**src/rtl/common_pkg.sv**
```systemverilog
// Shared package: FIFO status record registered by peripherals, plus its reset value.
package common;

  typedef struct packed {
    logic empty;
    logic almost_empty;
    logic almost_full;
    logic full;
  } fifo_status_t;

  localparam fifo_status_t FIFO_STATUS_RESET = '{
    empty:        1'b1,
    almost_empty: 1'b1,
    almost_full:  1'b0,
    full:         1'b0
  };

endpackage

```
**src/rtl/fifo_ram.sv**
```systemverilog
// Simple dual-port storage for stream_fifo: synchronous write, asynchronous read, no reset.
module fifo_ram #(
  parameter int DATA_WIDTH = 16,
  parameter int ADDR_WIDTH = 5
) (
  input  logic                  clk,
  input  logic                  we,
  input  logic [ADDR_WIDTH-1:0] waddr,
  input  logic [DATA_WIDTH-1:0] wdata,
  input  logic [ADDR_WIDTH-1:0] raddr,
  output logic [DATA_WIDTH-1:0] rdata
);

  logic [DATA_WIDTH-1:0] mem [2**ADDR_WIDTH];

  always_ff @(posedge clk) begin
    if (we) mem[waddr] <= wdata;
  end

  assign rdata = mem[raddr];

endmodule

```
**src/rtl/stream_fifo.sv**
```systemverilog
// First-word-fall-through stream FIFO using all 2^ADDR_WIDTH slots, with programmable
// almost flags and flush. Define FIFO_ERROR_FLAGS_EN to enable sticky overflow/underflow flags.
module stream_fifo
  import common::*;
#(
  parameter int DATA_WIDTH = 16,
  parameter int ADDR_WIDTH = 5
) (
  input  logic                  clk_i,
  input  logic                  reset_i,
  input  logic                  flush_i,
  input  logic [DATA_WIDTH-1:0] write_data_i,
  input  logic                  write_valid_i,
  output logic                  write_ready_o,
  output logic [DATA_WIDTH-1:0] read_data_o,
  output logic                  read_valid_o,
  input  logic                  read_ready_i,
  input  logic [ADDR_WIDTH:0]   almost_empty_thresh_i,
  input  logic [ADDR_WIDTH:0]   almost_full_thresh_i,
  output logic [ADDR_WIDTH:0]   count_o,
  output logic                  fifo_empty_o,
  output logic                  fifo_almost_empty_o,
  output logic                  fifo_almost_full_o,
  output logic                  fifo_full_o,
  output logic                  overflow_o,
  output logic                  underflow_o,
  input  logic                  error_clear_i
);

  typedef logic [DATA_WIDTH-1:0] data_t;
  typedef logic [ADDR_WIDTH:0]   ptr_t;
  typedef logic [ADDR_WIDTH:0]   count_t;

  localparam count_t DEPTH_C = count_t'(2**ADDR_WIDTH);

  ptr_t         wr_ptr_p0;
  ptr_t         rd_ptr_p0;
  fifo_status_t status_p0;
  fifo_status_t status_next;
  count_t       count_next;
  data_t        ram_rdata;
  logic         wr_acc;
  logic         rd_acc;

  // The wrap bit lets the pointer difference reach DEPTH, so no slot is sacrificed.
  assign count_o       = wr_ptr_p0 - rd_ptr_p0;
  assign write_ready_o = !status_p0.full;
  assign read_valid_o  = !status_p0.empty;
  assign wr_acc        = write_valid_i && write_ready_o;
  assign rd_acc        = read_valid_o && read_ready_i;

  assign fifo_empty_o        = status_p0.empty;
  assign fifo_almost_empty_o = status_p0.almost_empty;
  assign fifo_almost_full_o  = status_p0.almost_full;
  assign fifo_full_o         = status_p0.full;

  always_comb begin
    count_next = count_o;
    if (wr_acc && !rd_acc)      count_next = count_o + count_t'(1);
    else if (rd_acc && !wr_acc) count_next = count_o - count_t'(1);
    status_next.empty        = (count_next == '0);
    status_next.full         = (count_next == DEPTH_C);
    status_next.almost_empty = (count_next <= almost_empty_thresh_i);
    status_next.almost_full  = (count_next >= almost_full_thresh_i);
  end

  // Stage p0: pointers and status flags; flush returns to the reset state.
  always_ff @(posedge clk_i) begin
    if (reset_i || flush_i) begin
      wr_ptr_p0 <= '0;
      rd_ptr_p0 <= '0;
      status_p0 <= FIFO_STATUS_RESET;
    end else begin
      if (wr_acc) wr_ptr_p0 <= wr_ptr_p0 + ptr_t'(1);
      if (rd_acc) rd_ptr_p0 <= rd_ptr_p0 + ptr_t'(1);
      status_p0 <= status_next;
    end
  end

  fifo_ram #(
    .DATA_WIDTH(DATA_WIDTH),
    .ADDR_WIDTH(ADDR_WIDTH)
  ) u_ram (
    .clk   (clk_i),
    .we    (wr_acc && !flush_i && !reset_i),
    .waddr (wr_ptr_p0[ADDR_WIDTH-1:0]),
    .wdata (write_data_i),
    .raddr (rd_ptr_p0[ADDR_WIDTH-1:0]),
    .rdata (ram_rdata)
  );

  // Storage is not reset, so the head word is masked whenever nothing is held.
  assign read_data_o = read_valid_o ? ram_rdata : '0;

`ifdef FIFO_ERROR_FLAGS_EN
  logic overflow_p0;
  logic underflow_p0;

  // A clear coinciding with a new error leaves the flag set.
  always_ff @(posedge clk_i) begin
    if (reset_i) begin
      overflow_p0  <= 1'b0;
      underflow_p0 <= 1'b0;
    end else begin
      overflow_p0  <= (overflow_p0 && !error_clear_i) || (write_valid_i && !write_ready_o);
      underflow_p0 <= (underflow_p0 && !error_clear_i) ||
                      (read_ready_i && !read_valid_o && !flush_i);
    end
  end

  assign overflow_o  = overflow_p0;
  assign underflow_o = underflow_p0;
`else
  logic unused_error_clear;
  assign unused_error_clear = error_clear_i;
  assign overflow_o         = 1'b0;
  assign underflow_o        = 1'b0;
`endif

endmodule

```
**config.mk**
```make
export PLATFORM = sky130hd
export DESIGN_NAME = stream_fifo
export DESIGN_NICKNAME = d
export VERILOG_FILES = /design/src/rtl/common_pkg.sv /design/src/rtl/fifo_ram.sv /design/src/rtl/stream_fifo.sv
export SDC_FILE = /design/constraint.sdc
export NUM_CORES = 1
export LEC_CHECK = 0
export ABC_AREA = 1
export ABC_CLOCK_PERIOD_IN_PS = 2900
export CAP_MARGIN = 30
export CORE_MARGIN = 5
export CORE_UTILIZATION = 61
export DETAILED_ROUTE_END_ITERATION = 8
export PLACE_DENSITY_LB_ADDON = 0.05
export SETUP_SLACK_MARGIN = 0.3
export SYNTH_ARGS = -nofsm -noshare
export SYNTH_HDL_FRONTEND = slang
export SYNTH_SLANG_ARGS = --single-unit
```
**constraint.sdc**
```tcl
create_clock -name clk_i -period 2.9 [get_ports clk_i]
set_input_delay 0.29 -clock clk_i [delete_from_list [all_inputs] [get_ports clk_i]]
set_output_delay 0.29 -clock clk_i [all_outputs]
set_load 0.01 [all_outputs]
```
**Word level (Yosys, flattened, before mapping)**

Memory sizes are Yosys's and may differ from the RTL's. A register that Yosys moved wholly into a read port is not among the register bits.
Cells that the tools add are included.

- Memories kept: 1
- Output and inout port bits: 30
- Logic and storage cells: 36
- ROM bits: 0
- Bits in writable memories: 512
- Bits in latches: 0
- Input port bits: 34
- Bits in registers: 16

- Bitwise operators: 0
- $mul: 0
- Shifts and indexed selects: 0
- Div/mod/pow operators: 0
- Mux-type cells: 7
- Reduce and logical (&&, ||, !) cells: 14
- Equal/unequal tests: 1
- $lt $le $gt $ge: 2
- Add/sub/neg operators: 5

Memory list:

| memory | words | bits a word | rd ports | clocked after Yosys merged registers in | wr ports | RTL line | source |
|---|---|---|---|---|---|---|---|
| u_ram.mem | 32 | 16 | 1 | 1 | 1 | fifo_ram.sv:14 | `logic [DATA_WIDTH-1:0] mem [2**ADDR_WIDTH];` |

Operators with widths:

| cell | number |
|---|---|
| $add 6x1->6 const B | 3 |
| $mux 16 | 1 |
| $mux 6 | 2 |
| $mux 5 | 2 |
| $eq 6x6->1 const B | 1 |
| $ge 6x6->1 | 1 |
| $le 6x6->1 | 1 |
| $logic_and 1x1->1 | 6 |
| $logic_not 1->1 | 6 |
| $logic_not 6->1 | 1 |
| $sub 6x1->6 const B | 1 |
| $sub 6x6->6 | 1 |
| $mux 1 | 2 |
| $logic_or 1x1->1 | 1 |

**Depth between registers and ports, before layout**

Gate-level depths: netlist of run 1.

- Word-level depth: 7
- Mapped depth: 20
- Depth with buffers taken out: 20

**Hierarchy**

Synthesis of run 1 repeated with hierarchy kept, for this count alone.

- Cell total of the unflattened synthesis: 2045
- Area total of the unflattened synthesis: 22666.7 um^2

Modules (own cells, without submodules):

| module | cells an instance | area each (um^2) | sequential area each (um^2) | instances |
|---|---|---|---|---|
| fifo_ram | 1778 | 20981.4 | 15374.7 | 1 |
| stream_fifo | 267 | 1685.4 | 320.3 | 1 |

**Worst setup path after synthesis of run 1**

Ideal clock, no wire load.

- Path kind: reg2reg
- Start point: register wr_ptr_p0[0]
- End point: register status_p0 (netlist bit fifo_almost_empty_o)
- Data required time: 2770 ps
- Arrival time: 2606 ps
- Setup time: 130 ps
- Cell stages (with the launch flop): 20
- Path buffers: 0
- Setup slack: 164 ps
- Cells stage by stage: dfxtp_1 inv_1 ha_1 inv_1 fa_1 inv_1 ha_1 nand3_1 nor2_1 nand2_1 nand2_1 nand2_1 nand2_1 inv_1 ha_1 nand2_1 nor2_1 o21ai_0 o211ai_1 nand3_1

- Longest elaborated chain between the ends: 5

Ends and longest elaborated chain:

| item | RTL line | source |
|---|---|---|
| start, declared | stream_fifo.sv:36 | `ptr_t wr_ptr_p0;` |
| start signal, assigned | stream_fifo.sv:74 | `if (wr_acc) wr_ptr_p0 <= wr_ptr_p0 + ptr_t'(1);` |
| $sub 6x6->6 * | stream_fifo.sv:46 | `assign count_o = wr_ptr_p0 - rd_ptr_p0;` |
| named net count_o[1] | stream_fifo.sv:20 | `output logic [ADDR_WIDTH:0] count_o,` |
| $sub 6x1->6 | stream_fifo.sv:60 | `else if (rd_acc && !wr_acc) count_next = count_o - count_t'(1);` |
| $mux 6 | stream_fifo.sv:60 |  |
| $mux 6 * | stream_fifo.sv:59 | `if (wr_acc && !rd_acc) count_next = count_o + count_t'(1);` |
| $le 6x6->1 * | stream_fifo.sv:63 | `status_next.almost_empty = (count_next <= almost_empty_thresh_i);` |
| end signal, assigned | stream_fifo.sv:76 | `status_p0 <= status_next;` |
| end, declared | stream_fifo.sv:38 | `fifo_status_t status_p0;` |

The timed path passes the listed nets; every way through them passes the cells marked *.
A chain may end at the register's enable or synchronous reset.

==> results.toml, run 1 <==
[run_status]
outcome = "completed"

[synthesis]
ys.flop_type = "edfxtp_1"
yosysSeqAreaShare_pct = 71.29
yosysTopAreaCell = "edfxtp_1"
synthDistinctLibCells = 30
syn_avg_cell_area_um2 = 11.49
ys_ff_latch = 533
synthArstFlopShare_pct = 0
yosysWarnings = 0
syn-cell-area_mm2 = 0.02216
synth_edf_count = 512
synthCells = 1928
yosys-top-cells-area = "edfxtp_1, nand2_1, nor2_1"
synth_top_area_share_pct = 69.39

[floorplan]
initial_core_util_pct = 61.99
core-area_mm2 = 0.03574
dieHeight_um = 200.6
rows = 69
fp.dieW_um = 200.6
dieArea_mm2 = 0.04023
ioPinCount = 64

[timing]
hold_viol = 0
holdWs_ps = 499.4
maxSlewHeadroom_pct = 60.43
period_minus_slack_ps = 2823
post-route-period-util_pct = 97.34
setup_viol = 0
setup_tns_ps = 0
maxSlewViolCount = 0
max_slew.worst_pin.slew_ps = 593.5
fin_skew_ps = 13.12
finalWorstSetupSlack_ps = 77.13
rsz0062_at_grt = "true"
fmax_mhz = 354.3

[finish]
num-nets-final = 2165
stdcell_area_mm2 = 0.02723
n_antenna_cell = 0
drive_above_1_share_pct = 18.68
multi_input_area_mm2 = 0.006265
syn_to_final_growth_pct = 22.88
regArea_mm2 = 0.01581
fillers = 2266

[global_route]
antenna_found_initial = 0
track_usage_pct = 29.47
grt_pass1_vias = 15300
grt_start_max_net_pins = 50
grt_overflow = 0
grt_pass1_wl_um = 90720

[worst_setup_path]
cp.depth = 10
slowest_stage = "dfxtp_4"
r2r_cells = 19
crit_fanout = 10
start_kind = "flop"
worstSetupEndpointType = "output port"
critPathRequiredTime_ps = 2610
slowest_delay_ps = 420
arrival_ps = 2530
critical-path-top-delay-family = "buffers and inverters"
cp_num_buf_inv = 4
crit_chain = "buf_12 > buf_12 > bufbuf_16 > nand2_1 > a21oi_2 > o31ai_4 > nand3_2 > nand2_1 > nor2_1 > buf_2"
crit_type = "flop to output port"

[clock_tree]
cts_inserted_buffers = 52
clk_pin_slew_ps = 60
clk_latency_ps = 570
ctsHtreeMaxLevel = 2
clock_sinks = 533
root_buffer = "clkbuf_16"
cts.path.max_buffers = 3
cts_tree = "built"

[routing]
vias = 15860
routedWlPerCell_um = 23.44
routed_wl_um = 61130
drc_errors = 0
topRoutingLayerUsed = "met4"
wl_met1_um = 23430
drt_iter0_drc = 1791
first_pass_iters = 7
ant_nets = 0
met2_length_um = 29430
viasPerCell = 6.083
routed-wl-met3_um = 6322

[placed_design]
dpl.hpwl_um = 31930
portBuffers = 60
pre_cts_ws_ps = 65.66
gp_congestion = 0.8490
placed_area_mm2 = 0.02383

[pwr]
power_density_mw_per_mm2 = 583.8
leakagePower_nw = 10.00
vdd_drop_max_mv = 0.4842
total_power_w = 0.01589

[flow_run]
drv_cap = 0

[min_path]
worstHoldPathType = "flop to flop"
worstHoldPathCells = 1
per-layer routing:
layer  up-vias  GRT usage [%]
li1       7167              -
met1      7698          40.53
met2       883          48.20
met3       116          5.493
met4         0          10.00
met5         -              0
power by group:
part | switching, W | leakage (nW) | internal, W
logic | 0.000558 | 4.43 | 0.000355
clock network | 0.00276 | 0.803 | 0.00377
registers | 0.0000101 | 4.78 | 0.00844
total | 0.00333 | 10.0 | 0.0126
state kept, by name (all words and copies together), names as in the netlist, named ones only:
name	flops
fifo_empty_o	1
rd_ptr_p0	6
wr_ptr_p0	6
u_ram.mem	512
fifo_almost_empty_o	1
fifo_almost_full_o	1
fifo_full_o	1
timing repair:
action / 4_1_cts / 5_1_grt
cloned: 17 / 4
buffers inserted: 27 / 18
setup endpoints to repair: 23 / 20
resized for setup: 194 / 91
hold buffers: 0 / 0
pin swaps: 61 / 66
cell families after synthesis:
family          count (synthesis)  share of synthesized area, %
fa+ha+maj                      25                         1.446
simple gates                  895                         16.18
compound gates                305                         7.578
buf+inv                       166                         3.377
xor+xnor                        3                        0.1186
flops                         533                         71.29
other cells                     1                       0.01692
cells in the mapped netlist, types with 21 or more instances:
cell,instances
dfxtp_1,21
edfxtp_1,512
buf_2,42
o31ai_1,40
nand3_1,166
o21ai_0,120
ha_1,24
inv_1,50
clkbuf_1,50
nand2_1,468
o22ai_1,33
nor2_1,252
a21oi_1,108
cells in the final DEF, fill, tap and decap left out, types with 33 or more instances in the layout:
cell type and n:
clkdlybuf4s50_1 39, nand3_1 150, o22ai_1 33, o21ai_0 105, nor2_1 222, edfxtp_1 512, nand2_1 445, inv_1 45
buf_4 115, a21oi_1 80, clkbuf_16 57
final timing paths:
check	slack, ps	from	to
setup / recovery	80	flop	read_data_o[7]
setup reg to reg	180	wr_ptr_p0[0]	fifo_almost_full_o
hold reg to reg	500	rd_ptr_p0[4]	rd_ptr_p0[4]
hold / removal	500	rd_ptr_p0[4]	rd_ptr_p0[4]
area by class of cell:
cell class,count,area share [%]
sequential,533,58.07
multi-input combinational,1230,23.01
timing repair buffer,233,9.904
clock buffer,62,4.995
tap,461,2.119
clock inverter,33,1.011
inverter,55,0.8640
timing repair inverter,1,0.03217
stage by stage:
step / std cells / utilization, %
2_1_floorplan: 1929 / -
5_1_grt: 2608 / 76.17
6_report: 2608 / 76.17
3_3_place_gp: 2447 / 66.68
4_1_cts: 2586 / 74.68
3_5_place_dp: 2447 / 66.68
worst reg2reg max path: stages (launching register included):
cell,delay [ps]
dfxtp_2,330
inv_4,60
ha_4,130
inv_4,40
fa_2,620
buf_6,120
ha_4,130
nand3_4,80
nor2_2,110
nand2_1,70
nand2_1,60
nand2_1,50
nand2_2,110
inv_4,60
ha_4,270
nand2_4,40
buf_4,120
o2111ai_2,160
nand2_1,60
inv_1,50
Power figures use the tool's default switching activity.
==> inputs of run 2 (changes only) <==
--- a/config.mk
+++ b/config.mk
@@ -13,6 +13,7 @@
 export DETAILED_ROUTE_END_ITERATION = 8
 export PLACE_DENSITY_LB_ADDON = 0.05
 export SETUP_SLACK_MARGIN = 0.3
+export SLEW_MARGIN = 20
 export SYNTH_ARGS = -nofsm -noshare
 export SYNTH_HDL_FRONTEND = slang
 export SYNTH_SLANG_ARGS = --single-unit
==> results of run 2 <==
No change in the layout: final DEF, timing and power equal those of run 1.
==> inputs of run 3 (changes only) <==
--- a/config.mk
+++ b/config.mk
@@ -9,8 +9,9 @@
 export ABC_CLOCK_PERIOD_IN_PS = 2900
 export CAP_MARGIN = 30
 export CORE_MARGIN = 5
-export CORE_UTILIZATION = 61
+export CORE_UTILIZATION = 63
 export DETAILED_ROUTE_END_ITERATION = 8
+export DONT_BUFFER_PORTS = 1
 export PLACE_DENSITY_LB_ADDON = 0.05
 export SETUP_SLACK_MARGIN = 0.3
 export SLEW_MARGIN = 20
==> run 3 against run 2 <==
Compared with the run above: maximum frequency decreased by 0.44%; clock skew grew 17 ps; die area is 3.0% lower; clock-buffer cell count did not move; clock power is 1% lower; register-to-register slack about the same; sequential power hardly changed; total power shrank 0.77%; critical path type unchanged; critical endpoint is now read_data_o[9].
==> results.toml, run 3 (synthesis gave the netlist of run 1 again) <==
[run_status]
outcome = "completed"

[global_route]
track_usage_pct = 31.39
grt.met1_usage_pct = 42.88
grt_start_max_net_pins = 68
grt_pass1_wl_um = 91450
grt.busiest_layer = "met2"
grt_pass1_vias = 15140
met3_usage_pct = 5.475
use_met2_pct = 50.97
antenna_found_initial = 0
grt_overflow = 0

[worst_setup_path]
worstSetupEndpointType = "output port"
slowest_delay_ps = 370
slowest_stage = "dfxtp_4"
critical-path-top-delay-family = "buffers and inverters"
arrival_ps = 2550
cp_num_buf_inv = 5
crit_type = "flop to output port"
crit_chain = "buf_12 > clkbuf_16 > clkbuf_16 > buf_4 > nand2_1 > a21oi_1 > o31ai_2 > nand3_1 > nand2_2 > nor2_4 > buf_4"
critPathRequiredTime_ps = 2610
start_kind = "flop"
crit_fanout = 7

[finish]
reg_top3 = "u_ram.mem (512), rd_ptr_p0 (6), wr_ptr_p0 (6)"
layout_commonest_cell = "edfxtp_1"
regMostFlops = "u_ram.mem"
n_antenna_cell = 0
fillers = 2112
num-nets-final = 2102
layout_common_cells = "edfxtp_1, nand2_1, nor2_1"
largest_reg_flops = 512
syn_to_final_growth_pct = 20.42
drive_above_1_share_pct = 17.90

[routing]
first_pass_iters = 5
ant_nets = 0
drt_iter0_drc = 1869
routed_wl_um = 64210
viasPerCell = 6.276
routedWlPerCell_um = 25.29
drc_errors = 0
vias = 15940

[timing]
finalWorstSetupSlack_ps = 64.70
setup_tns_ps = 0
period_minus_slack_ps = 2835
maxSlewHeadroom_pct = 36.88
rsz0062_at_grt = "true"
setup_viol = 0
fin_skew_ps = 30.21
post-route-period-util_pct = 97.77
fmax_mhz = 352.7
max_slew.worst_pin.slew_ps = 945.7
hold_viol = 0
maxSlewViolCount = 0

[clock_tree]
clock_sinks = 533
cts.path.max_buffers = 3
root_buffer = "clkbuf_16"
clk_pin_slew_ps = 60
cts_inserted_buffers = 53
clk_latency_ps = 600
cts_tree = "built"
ctsHtreeMaxLevel = 2

[floorplan]
dieArea_mm2 = 0.03902
core-area_mm2 = 0.03463
dieHeight_um = 197.5
ioPinCount = 64
fp.dieW_um = 197.5
initial_core_util_pct = 63.99
rows = 68

[min_path]
worstHoldPathType = "input pin to flop"

[placed_design]
portBuffers = 0
gp_congestion = 0.8888
dpl.hpwl_um = 32360
pre_cts_ws_ps = 95.43

[pwr]
leakagePower_nw = 9.662
power_density_mw_per_mm2 = 591.1
vdd_drop_max_mv = 0.5946

[flow_run]
drv_cap = 0
[run 3: cell count changes in the layout (fill, tap and decap cells not counted), sizes merged, moves of 2 or more]
cell / delta
clkinvlp: +2
bufinv: -2
inv: +7
clkdlybuf4s50: -39
bufbuf: -6
dlygate4sd3: +4
dlygate4sd2: -5
buf: -29
clkbuf: +5
[run 3: cell type report]
cell class	instances	area (µm²)	area share, %
clock buffers	62	1360	5.097
repair buffers	162	2168	8.127
flip-flops and latches	533	15810	59.25
clock inverters	34	245.2	0.9191
inverters	55	242.7	0.9097
repair inverters	8	111.4	0.4174
multi-input cells	1230	6177	23.15
well taps	455	569.3	2.134
[run 3: power breakdown]
part           total, W  leakage, nW  switching (W)  internal [W]
Clock           0.00645        0.788        0.00283       0.00361
Sequential      0.00845         4.78      0.0000113       0.00844
Combinational  0.000874         4.10       0.000568      0.000306
[run 3: per-stage QoR]
stage          total power, W  utilization [%]  area (µm²)  hold slack, ps  cells
2_1_floorplan        0.008959                -       22190           388.9   1929
4_1_cts               0.01573            75.63       26190          0.3595   2522
6_report              0.01577            77.05       26680           10.93   2539
5_1_grt               0.01621            77.05       26680           3.855   2539
3_3_place_gp         0.009109            66.76       23120           391.2   2370
3_5_place_dp         0.009124            66.76       23120           391.1   2370
[run 3: metal layers]
layer	vias to the layer above	part of all wire, %
met5	-	0
met4	0	4.8
met3	180	10
met2	994	48
met1	7709	37
li1	7053	-
[run 3: path summary, 6_finish.rpt]
check / to / slack (ps) / from / depth (start not counted)
setup / recovery: read_data_o[9] / 60 / flop / 11
hold / removal: u_ram.mem[16][9] / 10 / write_data_i[9] / 1
setup reg to reg: fifo_almost_empty_o / 170 / wr_ptr_p0[0] / 19
hold reg to reg: rd_ptr_p0[5] / 540 / rd_ptr_p0[5] / 2
[run 3: worst register-to-register path, stage by stage (launching register included)]
cell and delay [ps]:
dfxtp_4 370, inv_4 40, ha_4 150, inv_4 50
fa_2 460, inv_2 110, ha_4 130, nand3_2 110
nor2_2 160, nand2_1 90, nand2_1 60, nand2_1 60
nand2_2 110, inv_4 60, ha_4 260, nand2_2 50
nor2_2 110, o21ai_1 70, o211ai_1 70, nand3_1 90
[run 3: timing repair]
action | CTS | global route
hold buffers | 20 | 0
resized for setup | 143 | 65
buffers inserted | 20 | 4
cloned | 16 | 13
setup endpoints to repair | 18 | 18
hold endpoints to repair | 513 | 0
pin swaps | 66 | 45
